--- src/rtl/udm_uart_pkg.sv ---
// Shared UART definitions for the UDM receive path and the future transmit path.
package udm_uart_pkg;

  localparam int DATA_BITS = 8;
  localparam int MIN_DIV   = 2;

  typedef enum logic [2:0] {
    IDLE,
    START,
    DATA,
    PARITY,
    STOP,
    BREAK
  } uart_state_e;

endpackage

--- src/rtl/udm_sync.sv ---
// Flop-chain synchronizer for an asynchronous single-bit input; reset value is configurable.
module udm_sync #(
  parameter int   STAGES  = 2,
  parameter logic RST_VAL = 1'b1
) (
  input  logic clk_i,
  input  logic rst_i,
  input  logic d_i,
  output logic q_o
);

  logic [STAGES-1:0] chain_q;

  always_ff @(posedge clk_i) begin
    if (rst_i) chain_q <= {STAGES{RST_VAL}};
    else       chain_q <= {chain_q[STAGES-2:0], d_i};
  end

  assign q_o = chain_q[STAGES-1];

endmodule

--- src/rtl/udm_uart_rx.sv ---
// UDM UART receiver: synchronizes rx, deframes 8-bit characters (optional parity) and
// presents each byte through a one-entry valid/ready buffer.
//   state  | meaning
//   IDLE   | line idle, waiting for a falling edge on rx_s
//   START  | timing to mid start bit; high there means glitch, drop back to IDLE
//   DATA   | sampling 8 data bits, LSB first
//   PARITY | sampling parity bit and latching mismatch
//   STOP   | sampling stop bit; push byte or flag an error
//   BREAK  | stop bit was low; wait for the line to return high
module udm_uart_rx
  import udm_uart_pkg::*;
#(
  parameter int DIV_W       = 32,
  parameter int SYNC_STAGES = 2
) (
  input  logic             clk_i,
  input  logic             rst_i,
  input  logic             rx_i,
  input  logic [DIV_W-1:0] divider_i,
  input  logic             parity_en_i,
  input  logic             parity_odd_i,
  output logic [7:0]       data_o,
  output logic             valid_o,
  input  logic             ready_i,
  output logic             frame_err_o,
  output logic             parity_err_o,
  output logic             overrun_o,
  output logic             busy_o
);

  logic                 rx_s;
  uart_state_e          state_q, state_d;
  logic [DIV_W-1:0]     div_q, cnt_q, div_eff;
  logic [2:0]           bit_q;
  logic [DATA_BITS-1:0] shift_q;
  logic                 par_err_q;
  logic                 tick;
  logic                 push, frame_err_set, parity_err_set;

  udm_sync #(.STAGES(SYNC_STAGES), .RST_VAL(1'b1)) u_sync (
    .clk_i (clk_i),
    .rst_i (rst_i),
    .d_i   (rx_i),
    .q_o   (rx_s)
  );

  assign div_eff = (divider_i < DIV_W'(MIN_DIV)) ? DIV_W'(MIN_DIV) : divider_i;
  assign tick    = (cnt_q == '0);

  always_ff @(posedge clk_i) begin
    if (rst_i) state_q <= IDLE;
    else       state_q <= state_d;
  end

  always_comb begin
    state_d = state_q;
    case (state_q)
      IDLE:    if (!rx_s) state_d = START;
      START:   if (tick) state_d = rx_s ? IDLE : DATA;
      DATA:    if (tick && bit_q == 3'(DATA_BITS-1)) state_d = parity_en_i ? PARITY : STOP;
      PARITY:  if (tick) state_d = STOP;
      STOP:    if (tick) state_d = rx_s ? IDLE : BREAK;
      BREAK:   if (rx_s) state_d = IDLE;
      default: state_d = IDLE;
    endcase
  end

  // Frame error wins over parity error, so at most one flag fires per frame.
  always_comb begin
    push           = 1'b0;
    frame_err_set  = 1'b0;
    parity_err_set = 1'b0;
    if (state_q == STOP && tick) begin
      if (!rx_s)          frame_err_set  = 1'b1;
      else if (par_err_q) parity_err_set = 1'b1;
      else                push           = 1'b1;
    end
  end

  assign busy_o = (state_q != IDLE);

  // First sample lands half a bit after the start edge, then every full bit period.
  always_ff @(posedge clk_i) begin
    if (rst_i) begin
      div_q     <= '0;
      cnt_q     <= '0;
      bit_q     <= '0;
      shift_q   <= '0;
      par_err_q <= 1'b0;
    end else begin
      case (state_q)
        IDLE: begin
          if (!rx_s) begin
            div_q     <= div_eff;
            cnt_q     <= (div_eff >> 1) - DIV_W'(1);
            bit_q     <= '0;
            par_err_q <= 1'b0;
          end
        end
        START, DATA, PARITY, STOP: begin
          cnt_q <= tick ? div_q - DIV_W'(1) : cnt_q - DIV_W'(1);
          if (tick && state_q == DATA) begin
            shift_q <= {rx_s, shift_q[DATA_BITS-1:1]};
            bit_q   <= bit_q + 3'd1;
          end
          if (tick && state_q == PARITY)
            par_err_q <= (rx_s != (^shift_q ^ parity_odd_i));
        end
        default: ;
      endcase
    end
  end

  always_ff @(posedge clk_i) begin
    if (rst_i) begin
      data_o       <= '0;
      valid_o      <= 1'b0;
      frame_err_o  <= 1'b0;
      parity_err_o <= 1'b0;
      overrun_o    <= 1'b0;
    end else begin
      frame_err_o  <= frame_err_set;
      parity_err_o <= parity_err_set;
      overrun_o    <= push && valid_o && !ready_i;
      if (push && (!valid_o || ready_i)) begin
        data_o  <= shift_q;
        valid_o <= 1'b1;
      end else if (valid_o && ready_i) begin
        valid_o <= 1'b0;
      end
    end
  end

endmodule

--- config.mk ---
export PLATFORM = sky130hd
export DESIGN_NAME = udm_uart_rx
export DESIGN_NICKNAME = d
export VERILOG_FILES = /design/src/rtl/udm_uart_pkg.sv /design/src/rtl/udm_sync.sv /design/src/rtl/udm_uart_rx.sv
export SDC_FILE = /design/constraint.sdc
export NUM_CORES = 1
export LEC_CHECK = 0
export CORE_UTILIZATION = 59
export CTS_BUF_LIST = sky130_fd_sc_hd__clkbuf_8
export CTS_CLUSTER_SIZE = 12
export DETAILED_ROUTE_END_ITERATION = 6
export GPL_TIMING_DRIVEN = 0
export PLACE_DENSITY = 0.89
export SKIP_CTS_REPAIR_TIMING = 1
export SLEW_MARGIN = 20
export SYNTH_ARGS = -nofsm -noshare
export SYNTH_HDL_FRONTEND = slang
export SYNTH_SLANG_ARGS = --single-unit
--- constraint.sdc ---
create_clock -name clk_i -period 4.75 [get_ports clk_i]
set_input_delay 0.95 -clock clk_i [delete_from_list [all_inputs] [get_ports clk_i]]
set_output_delay 0.95 -clock clk_i [all_outputs]
set_load 0.05 [all_outputs]
==> results.json, run 1 <==
{
  "synth_common_cells": "93 x dfxtp_1, 76 x nor2_1, 75 x nand2_1",
  "synth.most_common_cell": "dfxtp_1",
  "tns_ps": 0,
  "yosys_warnings": 0,
  "drtPass1Iterations": 6,
  "dp_cells": 767,
  "post_dp_cell_area_mm2": 0.005670,
  "crit_path_max_incr_delay_ps": 690,
  "tightest_slew_ps": 1040,
  "max_clock_freq_mhz": 238.8,
  "postSynthCellCount": 612,
  "critical-path-top-delay-family": "simple AND/OR/NAND/NOR gates",
  "grt_pass1_wl_um": 25180,
  "grt.total_usage_pct": 37.00,
  "clockRootBuffer": "clkbuf_8",
  "yosysTopAreaCellShare_pct": 36.95,
  "drv_cap": 0,
  "syn_nets": 653,
  "slew_violations": 0,
  "finalSetupViolCount": 0,
  "diodes": 0,
  "vias": 5338,
  "vias_per_cell": 6.817,
  "drc_errors": 0,
  "path_buf_inv": 2,
  "cts_sinks": 93,
  "fin_crit_sh_pct": 88.15,
  "ys_seq_elements": 93,
  "dieArea_mm2": 0.008913,
  "p_total_mw": 2.155,
  "required_ps": 5030,
  "clk_pin_slew_ps": 100,
  "hold_viol_final": 0,
  "start_util_pct": 61.02,
  "finalNetCount": 714,
  "status": "complete, no violations",
  "wl_per_cell_um": 20.63,
  "path_cells": "clkdlybuf4s50_1, nor4_1, nand4_1, o211ai_1, o31ai_2, ha_1, nand3_1, nor2_1, clkbuf_1, a31o_2, a311oi_1",
  "filler_cell_count": 657,
  "core_area_mm2": 0.008258,
  "slew_headroom_pct": 30.17,
  "clock_latency_ps": 370,
  "grt_pass1_vias": 4997,
  "ys_types": 63,
  "antenna_left": 0,
  "syn_area_mm2": 0.005039,
  "dpl.hpwl_um": 11440,
  "fin_cells": 783,
  "gp_congestion": 0.9563,
  "rsz0062_at_grt": "no",
  "p_leak_nw": 2.047,
  "cp_slowest_cell": "nor4_1",
  "powerDensity_mw_per_mm2": 366.2,
  "holdWs_ps": 434.0,
  "hold_path_class": "flip-flop to flip-flop",
  "syn_avg_cell_area_um2": 8.233,
  "async_flop_share_pct": 0,
  "crit_type": "input port to flip-flop",
  "seq_area_frac_synth_pct": 36.95,
  "worstPathMaxFanout": 10,
  "ys.flop_type": "dfxtp_1",
  "netlist_top_cells_area": "dfxtp_1 37%, nor2_1 5.7%, nand2_1 5.6%",
  "period_minus_slack_ps": 4187,
  "clk_path_buf_depth": 2,
  "die_w_um": 94.41,
  "start_kind": "input port",
  "grt_max_degree": 19,
  "fp.dieH_um": 94.41,
  "num_rows": 33,
  "numCtsBuffers": 9,
  "io_pins": 51,
  "synth_edf_count": 0,
  "htreeDepth": 3,
  "syn_to_final_growth_pct": 16.76,
  "antenna_found_initial": 0,
  "cts_tree": "yes",
  "fin_skew_ps": 12.85,
  "crit_path_end_kind": "flip-flop",
  "synth_top_area_cell": "dfxtp_1",
  "drive_gt1_share_pct": 10.03,
  "arrival_ps": 4470,
  "drt-total-wl_um": 16150,
  "drtIter0Drc": 553,
  "final_area_mm2": 0.005883,
  "ir_drop_mv": 0.2620,
  "grt_overflow": 0,
  "io_buffers": 50
}
-- cell usage in the layout (no fill, tap or decap), types with 5 or more instances in the layout --
| master | n |
|---|---|
| a211oi_1 | 14 |
| a21oi_1 | 43 |
| a311oi_1 | 16 |
| a31o_2 | 9 |
| a31oi_1 | 16 |
| a31oi_2 | 5 |
| buf_2 | 8 |
| clkbuf_1 | 32 |
| clkbuf_8 | 9 |
| clkdlybuf4s50_1 | 50 |
| dfxtp_1 | 93 |
| inv_1 | 10 |
| mux2_1 | 9 |
| mux2_2 | 6 |
| mux2i_1 | 22 |
| nand2_1 | 75 |
| nand3_1 | 7 |
| nand4_1 | 17 |
| nor2_1 | 76 |
| nor2b_1 | 5 |
| nor3_1 | 15 |
| nor4_1 | 22 |
| o21ai_0 | 9 |
| o21ai_1 | 6 |
| or2_2 | 5 |
| xnor2_1 | 12 |
| xor2_1 | 5 |
-- stage by stage --
stage / setup WS (ps) / util (%)
after global routing: 512.1 / 71.24
after global placement: 569.4 / 68.67
after detailed placement: 483.8 / 68.67
after CTS: 851.4 / 71.24
after floorplan: 1663 / -
final: 562.8 / 71.24
-- final timing paths --
path	from	end	slack, ps	cells past startpoint
max reg2reg	state_q[2]	cnt_q[22]	1100	10
max	divider_i[31]	cnt_q[22]	560	11
min	u_sync.chain_q[0]	u_sync.chain_q[1]	430	1
min reg2reg	u_sync.chain_q[0]	u_sync.chain_q[1]	430	1
-- registers in the layout (all words and copies together), names as in the netlist --
| register | cells |
|---|---|
| state_q | 3 |
| par_err_q | 1 |
| shift_q | 8 |
| frame_err_o | 1 |
| u_sync.chain_q | 2 |
| parity_err_o | 1 |
| data_o | 8 |
| div_q | 32 |
| cnt_q | 32 |
| valid_o | 1 |
| overrun_o | 1 |
| bit_q | 3 |
-- kinds of logic (layout without fill, tap and decap cells) --
logic type / count (synthesis) / in the layout / synth area share [%]
AOI/OAI and AO/OA: 152 / 152 / 21.28
and+or+nand+nor: 252 / 252 / 24.63
buffers and inverters: 55 / 121 / 4.818
muxes: 40 / 40 / 8.617
DFF: 93 / 93 / 36.95
adders and majority gates: 3 / 3 / 0.7451
xor gates and xnor gates: 17 / 17 / 2.955
-- per-layer routing --
layer  wire (µm)  track usage [%]  part of all wire (%)  up-vias
met5           0                0                     0        -
met4         865            22.95                   5.4        0
met3        1878            9.098                    12       89
met2        7201            57.97                    45      383
met1        6204            45.53                    38     2489
li1            -                -                     -     2377
-- power by group --
group          total, mW  internal [mW]  switching [mW]  leakage [nW]
clock              0.584          0.258           0.326         0.106
combinational      0.656          0.251           0.405          1.18
sequential         0.915          0.848          0.0671         0.758
total               2.15           1.36           0.798          2.05
-- final cells by class --
cell class                      instances  area, µm²  share of cell area [%]
Multi-Input combinational cell        464       2934                   49.87
Sequential cell                        93       1862                   31.65
Timing Repair Buffer                   50      500.5                   8.507
Buffer                                 44      201.4                   3.424
Tap cell                              105      131.4                   2.233
Clock buffer                            9      123.9                   2.105
Clock inverter                          7      88.84                   1.510
Inverter                               11      41.29                  0.7018
-- worst register-to-register path, stage by stage, from the launching register on --
cell and delay (ps):
dfxtp_1 350, nor3_2 380, inv_2 130, nand2_2 150, mux2_1 340, a31oi_1 440, nand3_1 420, nor2_1 500
clkbuf_1 420, nand4_1 180, a311oi_1 260
(Power assumes the default switching activity.)
==> run 2: changes to the inputs <==
CAP_MARGIN = 10   (was not set)
==> results of run 2 <==
Final layout, timing and power as in run 1 (identical DEF).
==> run 3: changes to the inputs <==
RECOVER_POWER = 50   (was not set)
==> run 3 against run 2 <==
Against the previous run:
- global-route usage unchanged
- hold slack got worse by 0.88 ps
- clock-buffer cell count unchanged
- non-clock buffer count unchanged
- flip-flop and latch count unchanged
- via count down 0.86%
- power about the same
- critical path type unchanged
==> results.json, run 3 (same netlist as run 1, synthesis figures left out) <==
{
  "final_cell_mix": "93 x dfxtp_1, 76 x nor2_1, 75 x nand2_1, 43 x a21oi_1, 35 x clkdlybuf4s50_1",
  "numCtsBuffers": 9,
  "num_rows": 33,
  "net-switching-power_uw": 798.1,
  "htreeDepth": 3,
  "drtIter0Drc": 549,
  "die_w_um": 94.41,
  "finalSetupViolCount": 0,
  "drt-total-wl_um": 16090,
  "cts_tree": "yes",
  "vias_per_cell": 6.759,
  "arrival_ps": 4590,
  "syn_to_final_growth_pct": 16.66,
  "swShare_pct": 37.07,
  "grt_max_degree": 19,
  "period_minus_slack_ps": 4303,
  "grt.total_usage_pct": 37.00,
  "hold_path_class": "flip-flop to flip-flop",
  "area.sequential_mm2": 0.001862,
  "fin_crit_sh_pct": 90.59,
  "slew_headroom_pct": 32.53,
  "clockRootBuffer": "clkbuf_8",
  "filler_cell_count": 658,
  "gp_congestion": 0.9563,
  "ir_drop_mv": 0.2642,
  "clock_latency_ps": 380,
  "core_area_mm2": 0.008258,
  "tns_ps": 0,
  "final_area_mm2": 0.005878,
  "final_common_cell": "dfxtp_1",
  "intPower_mw": 1.355,
  "finalNetCount": 714,
  "p_leak_nw": 2.092,
  "tightest_slew_ps": 1005,
  "max_clock_freq_mhz": 232.4,
  "grt_pass1_vias": 4997,
  "drive_gt1_share_pct": 9.882,
  "grt_pass1_wl_um": 25180,
  "clk_path_buf_depth": 2,
  "required_ps": 5030,
  "reg_top3": "cnt_q: 32 flops, div_q: 32 flops",
  "pwr-share-comb_pct": 30.4,
  "vias": 5292,
  "p_clk_share_pct": 27.2,
  "io_buffers": 50,
  "fin_skew_ps": 12.28,
  "grt_overflow": 0,
  "diodes": 0,
  "cts_sinks": 93,
  "io_pins": 51,
  "antenna_left": 0,
  "holdWs_ps": 433.1,
  "dp_cells": 767,
  "multi_input_area_mm2": 0.002929,
  "dpl.hpwl_um": 11440,
  "crit_path_end_kind": "flip-flop",
  "clk_pin_slew_ps": 100,
  "hold_viol_final": 0,
  "drc_errors": 0,
  "start_kind": "input port",
  "post_dp_cell_area_mm2": 0.005670,
  "worstPathMaxFanout": 10,
  "drtPass1Iterations": 6,
  "rsz0062_at_grt": "no",
  "status": "complete, no violations",
  "p_total_mw": 2.153,
  "powerDensity_mw_per_mm2": 366.2,
  "seqPwrFrac_pct": 42.5,
  "drv_cap": 0,
  "slew_violations": 0,
  "fp.dieH_um": 94.41,
  "wl_per_cell_um": 20.55,
  "crit_type": "input port to flip-flop",
  "dieArea_mm2": 0.008913,
  "start_util_pct": 61.02,
  "fin_cells": 783,
  "antenna_found_initial": 0
}
==> run 3: power by group through the flow <==
stage	clock, mW	sequential [mW]	combinational (mW)
final	0.585	0.914	0.653
after global routing	0.608	0.918	0.696
after CTS	0.580	0.909	0.629
after detailed placement	0	0.927	0.620
after global placement	0	0.925	0.599
after floorplan	0	0.902	0.450
==> run 3: metal layers <==
metal	vias to the layer above	part of all wire, %	track usage [%]
met5	-	0	0
met3	81	12	9.098
met4	0	5.0	22.95
li1	2378	-	-
met1	2492	39	45.53
met2	341	44	57.97
==> run 3: worst paths after layout <==
| check | startpoint | to | slack [ps] | cells after the start |
|---|---|---|---|---|
| setup / recovery | divider_i[31] | cnt_q[22] | 450 | 11 |
| hold / removal | u_sync.chain_q[0] | u_sync.chain_q[1] | 430 | 1 |
| setup reg to reg | state_q[0] | cnt_q[26] | 1090 | 10 |
| hold reg to reg | u_sync.chain_q[0] | u_sync.chain_q[1] | 430 | 1 |
==> run 3: through the flow <==
| step | setup WS [ps] | utilization [%] |
|---|---|---|
| finish | 447.0 | 71.18 |
| global route | 334.6 | 71.18 |
| CTS | 851.4 | 71.24 |
| detailed placement | 483.8 | 68.67 |
| global placement | 569.4 | 68.67 |
| floorplan | 1663 | - |
==> run 3: cell type report <==
cell class	instances	area share, %
clock inverters	7	1.511
repair buffers	50	8.514
well taps	105	2.235
flip-flops and latches	93	31.67
inverters	11	0.7024
multi-input cells	464	49.83
plain buffers	44	3.427
clock buffers	9	2.107
==> run 3: worst max-delay path: stages <==
cell and delay [ps]:
dlygate4sd3_1 610, nor4_1 630, nand4_1 350, o211ai_1 270, o31ai_1 200, ha_1 270, nand3_1 290, nor2_1 210
clkbuf_1 280, a31o_2 290, a311oi_1 230
